<file path="config.mk">
export PLATFORM = sky130hd
export DESIGN_NAME = rx_sonar_7o1
export DESIGN_NICKNAME = d
export VERILOG_FILES = /design/src/rtl/rx_sonar_7o1.sv
export SDC_FILE = /design/constraint.sdc
export NUM_CORES = 1
export LEC_CHECK = 0
export CAP_MARGIN = 20
export CORE_ASPECT_RATIO = 2
export CORE_MARGIN = 1
export CORE_UTILIZATION = 45
export DETAILED_ROUTE_END_ITERATION = 6
export PLACE_DENSITY = 0.63
export SLEW_MARGIN = 20
export SYNTH_ARGS = -nofsm -noshare
export SYNTH_HDL_FRONTEND = slang
export SYNTH_SLANG_ARGS = --single-unit
</file>
<file path="constraint.sdc">
create_clock -name clock -period 3 [get_ports clock]
set_input_delay 0.45 -clock clock [delete_from_list [all_inputs] [get_ports clock]]
set_output_delay 0.45 -clock clock [all_outputs]
set_load 0.02 [all_outputs]
</file>
<file path="src/rtl/rx_sonar_7o1.sv">
// 7O1 UART receiver for the sonar link, plus a parser for "CDU,cdu#" frames into BCD angle/distance.
// Optional RX_FRAME_TIMEOUT_EN: discard a partial frame after TIMEOUT_BITS idle bit periods.
module rx_sonar_7o1 #(
  parameter int         CLOCK_FREQ   = 50_000_000,
  parameter int         BAUD         = 115_200,
  parameter logic [6:0] SEP_CHAR     = 7'h2C,
  parameter logic [6:0] END_CHAR     = 7'h23,
  parameter int         TIMEOUT_BITS = 20
) (
  input  logic        clock,
  input  logic        reset,
  input  logic        entrada_serial,
  output logic [6:0]  dado_recebido,
  output logic        pronto_rx,
  output logic        erro_paridade,
  output logic [11:0] angulo,
  output logic [11:0] distancia,
  output logic        medida_valida,
  output logic        erro_quadro,
  output logic [3:0]  db_estado
);

  localparam int DIV  = CLOCK_FREQ / BAUD;
  localparam int HALF = DIV / 2;
  localparam int CW   = $clog2(DIV + 1);

  typedef enum logic [2:0] {
    INICIAL = 3'd0,
    START   = 3'd1,
    DADOS   = 3'd2,
    STOP    = 3'd3,
    FINAL   = 3'd4
  } state_t;

  state_t        state_q, state_d;
  logic          sync1_q, sync1_d, sync2_q, sync2_d, prev_q, prev_d;
  logic [CW-1:0] tick_q, tick_d;
  logic [2:0]    bit_q, bit_d;
  logic [7:0]    shift_q, shift_d;
  logic          stop_q, stop_d;
  logic [6:0]    dado_q, dado_d;
  logic          pronto_q, pronto_d, perr_q, perr_d;
  logic [2:0]    idx_q, idx_d;
  logic [11:0]   ang_sh_q, ang_sh_d, dist_sh_q, dist_sh_d;
  logic [11:0]   ang_q, ang_d, dist_q, dist_d;
  logic          valid_q, valid_d, ferr_q, ferr_d;
  logic          is_digit, char_ok;
`ifdef RX_FRAME_TIMEOUT_EN
  localparam int TO_LIMIT = TIMEOUT_BITS * DIV;
  logic [31:0]   idle_q, idle_d;
`endif

  // Byte layer: synchroniser, falling-edge detect and bit-sampling FSM.
  always_comb begin
    sync1_d  = entrada_serial;
    sync2_d  = sync1_q;
    prev_d   = sync2_q;
    state_d  = state_q;
    tick_d   = tick_q;
    bit_d    = bit_q;
    shift_d  = shift_q;
    stop_d   = stop_q;
    dado_d   = dado_q;
    pronto_d = 1'b0;
    perr_d   = 1'b0;
    case (state_q)
      INICIAL: begin
        tick_d = '0;
        bit_d  = '0;
        if (prev_q && !sync2_q) state_d = START;
      end
      START: begin
        if (tick_q == CW'(HALF - 1)) begin
          tick_d  = '0;
          state_d = sync2_q ? INICIAL : DADOS;
        end else begin
          tick_d = tick_q + 1'b1;
        end
      end
      DADOS: begin
        if (tick_q == CW'(DIV - 1)) begin
          tick_d  = '0;
          shift_d = {sync2_q, shift_q[7:1]};
          bit_d   = bit_q + 3'd1;
          if (bit_q == 3'd7) state_d = STOP;
        end else begin
          tick_d = tick_q + 1'b1;
        end
      end
      STOP: begin
        if (tick_q == CW'(DIV - 1)) begin
          tick_d  = '0;
          stop_d  = sync2_q;
          state_d = FINAL;
        end else begin
          tick_d = tick_q + 1'b1;
        end
      end
      FINAL: begin
        dado_d = shift_q[6:0];
        // shift_q holds {parity, data}; odd parity means odd total ones.
        if (stop_q && (^shift_q)) pronto_d = 1'b1;
        else                      perr_d   = 1'b1;
        state_d = INICIAL;
      end
      default: state_d = INICIAL;
    endcase
  end

  // Frame layer: advances on each good character, resets on any error.
  always_comb begin
    idx_d     = idx_q;
    ang_sh_d  = ang_sh_q;
    dist_sh_d = dist_sh_q;
    ang_d     = ang_q;
    dist_d    = dist_q;
    valid_d   = 1'b0;
    ferr_d    = 1'b0;
    is_digit  = (dado_q >= 7'h30) && (dado_q <= 7'h39);
    case (idx_q)
      3'd3:    char_ok = (dado_q == SEP_CHAR);
      3'd7:    char_ok = (dado_q == END_CHAR);
      default: char_ok = is_digit;
    endcase
`ifdef RX_FRAME_TIMEOUT_EN
    idle_d = (state_q == INICIAL && idx_q != 3'd0) ? idle_q + 32'd1 : 32'd0;
`endif
    if (perr_q) begin
      ferr_d = 1'b1;
      idx_d  = 3'd0;
    end else if (pronto_q) begin
      if (char_ok) begin
        case (idx_q)
          3'd0: ang_sh_d[11:8]  = dado_q[3:0];
          3'd1: ang_sh_d[7:4]   = dado_q[3:0];
          3'd2: ang_sh_d[3:0]   = dado_q[3:0];
          3'd4: dist_sh_d[11:8] = dado_q[3:0];
          3'd5: dist_sh_d[7:4]  = dado_q[3:0];
          3'd6: dist_sh_d[3:0]  = dado_q[3:0];
          default: ;
        endcase
        if (idx_q == 3'd7) begin
          ang_d   = ang_sh_q;
          dist_d  = dist_sh_q;
          valid_d = 1'b1;
          idx_d   = 3'd0;
        end else begin
          idx_d = idx_q + 3'd1;
        end
      end else begin
        // A stray terminator just realigns to the next frame without complaint.
        idx_d  = 3'd0;
        ferr_d = (dado_q != END_CHAR);
      end
    end
`ifdef RX_FRAME_TIMEOUT_EN
    else if (state_q == INICIAL && idx_q != 3'd0 && idle_q >= 32'(TO_LIMIT - 1)) begin
      ferr_d = 1'b1;
      idx_d  = 3'd0;
      idle_d = 32'd0;
    end
`endif
  end

  always_ff @(posedge clock or negedge reset) begin
    if (!reset) begin
      sync1_q   <= 1'b1;
      sync2_q   <= 1'b1;
      prev_q    <= 1'b1;
      state_q   <= INICIAL;
      tick_q    <= '0;
      bit_q     <= '0;
      shift_q   <= '0;
      stop_q    <= 1'b0;
      dado_q    <= '0;
      pronto_q  <= 1'b0;
      perr_q    <= 1'b0;
      idx_q     <= '0;
      ang_sh_q  <= '0;
      dist_sh_q <= '0;
      ang_q     <= '0;
      dist_q    <= '0;
      valid_q   <= 1'b0;
      ferr_q    <= 1'b0;
`ifdef RX_FRAME_TIMEOUT_EN
      idle_q    <= '0;
`endif
    end else begin
      sync1_q   <= sync1_d;
      sync2_q   <= sync2_d;
      prev_q    <= prev_d;
      state_q   <= state_d;
      tick_q    <= tick_d;
      bit_q     <= bit_d;
      shift_q   <= shift_d;
      stop_q    <= stop_d;
      dado_q    <= dado_d;
      pronto_q  <= pronto_d;
      perr_q    <= perr_d;
      idx_q     <= idx_d;
      ang_sh_q  <= ang_sh_d;
      dist_sh_q <= dist_sh_d;
      ang_q     <= ang_d;
      dist_q    <= dist_d;
      valid_q   <= valid_d;
      ferr_q    <= ferr_d;
`ifdef RX_FRAME_TIMEOUT_EN
      idle_q    <= idle_d;
`endif
    end
  end

  assign dado_recebido = dado_q;
  assign pronto_rx     = pronto_q;
  assign erro_paridade = perr_q;
  assign angulo        = ang_q;
  assign distancia     = dist_q;
  assign medida_valida = valid_q;
  assign erro_quadro   = ferr_q;
  assign db_estado     = {1'b0, state_q};

endmodule
</file>
======== After elaboration in Yosys (flattened, before gate mapping) ========
Index checks and enable logic that the tools add are counted.
W data, S select, Z words.
storage, ports and cells
  flip-flop bits (word level) ............. 89
  bits of input ports ..................... 3
  word-level logic and storage cells ...... 100
cells by class
  add/sub/neg operators ................... 3
  $lt $le $gt $ge ......................... 2
  equality and inequality tests ........... 22
  mux-type cells .......................... 28
  bitwise logic cells ..................... 1
  reduce and logical (&&, ||, !) cells .... 22
operators with widths
  operator               count
  $mux W3                10
  $reduce_and A4 Y1      7
  $pmux W9 S3            1
  $eq A3 B3 Y1 const B   6
  $mux W9                2
  $eq A7 B6 Y1 const B   2
  $eq A3 B2 Y1 const B   4
  $pmux W3 S4            1
  $mux W1                11
  $ne A2 B2 Y1 const B   5
  $add A9 B1 Y9 const B  1
  $eq A9 B8 Y1 const B   1
  $eq A9 B9 Y1 const B   1
  $reduce_xor A8 Y1      1
  $ge A7 B6 Y1 const B   1
  $le A7 B6 Y1 const B   1
  $ne A7 B6 Y1 const B   1
  $add A3 B1 Y3 const B  2
  $eq A3 B1 Y1 const B   2
  $logic_not A3 Y1       2
  $pmux W3 S2            1
  $reduce_and A2 Y1      3
  $reduce_and A5 Y1      1
  $reduce_bool A2 Y1     2
  other kinds (7)        9

======== Depth between registers and ports, before layout ========
  depth after elaboration ................. 6
  gate-level depth with buffers ........... 8

======== Worst setup path after synthesis ========
No wires, ideal clock.
  path type ............................... reg2reg
  from .................................... register idx_q[0]
  to ...................................... register ang_q[10] (netlist: angulo[10])
  setup time .............................. 0.125 ns
  arrival time ............................ 2.140 ns
  required time ........................... 2.875 ns
  slack ................................... 0.734 ns
  stages on the path, launching flop included .. 8
  clock period less this slack ............ 2.266 ns
  path through ............................ dfrtp_1 ha_1 ha_1 and4b_1 a22oi_4 nor3_4 buf_12 mux2_4
between the ends
  word-level cells in the longest chain between the ends .. 3
  elaborated cells on any way between the ends .. 4
RTL lines
  element                                              RTL line  source
  start, declared                                      43        logic [2:0] idx_q, idx_d;
  start signal, assigned                               200       idx_q <= idx_d;
  $eq A3 B3 Y1 / $eq A3 B2 Y1 (equally long branches)  120, 142
  $pmux W1 S2                                          120       case (idx_q)
  $reduce_and A4 Y1 (no source line) *                 --
  end signal, assigned                                 203       ang_q <= ang_d;
  end, declared                                        45        logic [11:0] ang_q, ang_d, dist_q, dist_d;
Every way passes the cells marked *; elsewhere a longest branch is shown, timed or not.
A chain may end at the register's enable or synchronous reset.

======== Worst setup path in the final report ========
  from .................................... register idx_q[0]
  to ...................................... register ang_q[4] (netlist: angulo[4])
Same word-level chain as after synthesis.

==> flow_metrics.tcl <==
set metrics [dict create \
    io_pins 42 \
    vias_per_cell 5.48 \
    core_area_um2 8950 \
    io_buffers 40 \
    grt_max_degree 73 \
    cap_violations 0 \
    dp_hpwl_mm 5.57 \
    clk_latency_ps 340 \
    final_area_um2 4870 \
    use_met2_pct 33.0 \
    worstRegToRegCells 7 \
    cts_max_path_buffers 2 \
    synth-simple-area-share_pct 11.4 \
    htree_levels 3 \
    gp_congestion 0.793 \
    synth_xor_area_share_pct 1.49 \
    cts_hold_buf 1 \
    max-vdd-ir-drop_uv 385 \
    design.die.area_um2 9540 \
    min_period_over_period_pct 81.4 \
    cp.required_ps 3220 \
    synth_top_family_by_area "multiplexers" \
    drt-total-wl_mm 7.74 \
    vias 2532 \
    cp.arrival_ps 2660 \
    drc_errors 0 \
    hp-class "flip-flop to flip-flop" \
    yosysSeqAreaShare_pct 54.3 \
    postRouteAntennaNets 0 \
    grt_pass1_wl_mm 13.0 \
    start_kind "flip-flop" \
    grt_use_total_pct 17.8 \
    slew_headroom_pct 49.8 \
    start_util_pct 45.9 \
    grt.met1_usage_pct 18.5 \
    synth_compound_area_share_pct 6.64 \
    crit_start "idx_q[0]" \
    cts_setup_buffers 0 \
    hold_depth 0 \
    path_clk_slew_ps 60 \
    max_clock_freq_mhz 410 \
    slew_violations 0 \
    first_pass_iters 4 \
    wl_per_cell_um 16.8 \
    syn_inst 312 \
    synth_mux_area_share_pct 20.0 \
    skew_ps 6.14 \
    die_h_um 137 \
    grt_pass1_vias 2648 \
    ys_types 52 \
    cts.sinks 89 \
    drtIter0Drc 103 \
    p_per_area_nw_per_um2 475 \
    synthAdderAreaFrac_pct 3.35 \
    synth_seq_cells 89 \
    ff2ff_setup_slack_ps 560 \
    finalHoldViolCount 0 \
    diodes 0 \
    cp_max_fo 25 \
    area_delta_synth_final_pct 18.6 \
    rsz0062_at_grt "no" \
    synth_edf_count 0 \
    setup_tns_ps 0 \
    avgSynthCellArea_um2 13.2 \
    synth_warnings 0 \
    tightest_slew_ps 750 \
    antenna_found_initial 0 \
    cts_tree "done" \
    busiest_layer "met2" \
    crit_path_end "angulo[4]" \
    gr-usage-met3_pct 3.68 \
    std_cell_rows 49 \
    rr_startpoint "idx_q[0]" \
    outcome "finished, final reports clean" \
    post_cts_resized 0 \
    drive_gt1_share_pct 27.8 \
    reg2reg_to "angulo[4]" \
    min_period_ps 2440 \
    setup_viol 0 \
    ys.flop_type "dfrtp_1" \
    crit_type "flip-flop to flip-flop" \
    synthArstFlopShare_pct 100 \
    synth_nets 326 \
    nNetsFinal 369 \
    placed_area_um2 4580 \
    power.leakage_nw 2.23 \
    grt_overflow 0 \
    end_kind "flip-flop" \
    numCtsBuffers 9 \
    cts_root_buffer "clkbuf_16" \
    syn_area_um2 4110 \
    die_w_um 69.6 \
]
routing by layer:
layer / part of all wire, % / vias up
li1: - / 1205
met1: 38 / 1255
met2: 57 / 57
met3: 2.7 / 15
met4: 2.9 / 0
met5: 0 / -
flip-flops by register name (all words and copies together) (netlist names):
signal,flops
dado_recebido,7
erro_paridade,1
shift_q,8
sync1_q,1
medida_valida,1
prev_q,1
dist_sh_q,12
ang_sh_q,12
prev_d,1
state_q,3
pronto_rx,1
distancia,12
erro_quadro,1
angulo,12
idx_q,3
bit_q,3
stop_q,1
tick_q,9
how the worst min path moves through the flow:
stage	start	end	slack, ps
3_5_place_dp	reset	ang_sh_q[7]	340
2_1_floorplan	reset	ang_sh_q[0]	150
3_3_place_gp	reset	angulo[5]	340
4_1_cts	sync1_q	prev_d	360
5_1_grt	sync1_q	prev_d	360
6_report	sync1_q	prev_d	360
cells in the final DEF, fill, tap and decap left out, drive strengths merged, types with 2 or more instances in the layout:
cell type / count
dfrtp: 86
mux2: 64
clkdlybuf4s50: 39
nand2: 25
o21ai: 18
clkbuf: 12
ha: 11
nor2: 7
nand3: 7
inv: 6
xnor2: 6
nand4: 6
nor3: 6
o22a: 4
nor3b: 4
buf: 4
nor2b: 3
mux2i: 3
o211ai: 3
a21oi: 3
clkinvlp: 3
dfstp: 3
o22ai: 3
and3b: 2
nor4bb: 2
nand2b: 2
a31oi: 2
or3: 2
nand4b: 2
or2: 2
nor4: 2
a22oi: 2
cell families after synthesis:
family                     Yosys count
and+or+nand+nor                     80
xor gates and xnor gates             7
other                                1
buffers and inverters               18
AOI/OAI and AO/OA                   39
muxes                               67
DFF                                 89
adders and majority gates           11
layout make-up:
class                           instances  area [um^2]
Tap cell                              102          128
Timing Repair Buffer                   44          443
Multi-Input combinational cell        205         1770
Clock inverter                          4         27.5
Clock buffer                           12          256
Inverter                                6         22.5
Sequential cell                        89         2230
Fill cell                             791         4080
report_power, final:
group	switching [mW]	internal (mW)	total [mW]
registers	0.00738	1.21	1.21
clock network	0.442	0.605	1.05
logic	0.0386	0.0143	0.0529
synthesized netlist by cell type, types with 4 or more instances:
cell type   n  area (um^2)
nand3_1     7         35.0
nand4_1     6         37.5
o22a_2      4         40.0
nor3_1      5         25.0
clkbuf_1    4         15.0
mux2_4     19          285
mux2_2     45          507
nand2_1    25         93.8
xnor2_1     6         52.6
inv_1       6         22.5
ha_1       11          138
dfrtp_1    86         2150
o21ai_0    18         90.1
nor2_1      7         26.3
metrics by stage:
| step | worst slack (ps) | hold WS, ps | instances | power [mW] | utilization, % |
|---|---|---|---|---|---|
| floorplan | 734 | 154 | 312 | 1.25 | - |
| global placement | 617 | 336 | 445 | 1.29 | 51.2 |
| detailed placement | 554 | 338 | 445 | 1.29 | 51.2 |
| CTS | 550 | 361 | 462 | 2.34 | 54.5 |
| global route | 436 | 362 | 462 | 2.39 | 54.5 |
| finish | 559 | 357 | 462 | 2.31 | 54.5 |
worst max-delay path, stage by stage (launching register included):
cell     delay [ps]
dfrtp_1         410
ha_1            230
ha_1            260
and4b_1         330
a22oi_4         140
nor3_4          170
buf_4           390
mux2_2          380
(Power assumes the default switching activity.)
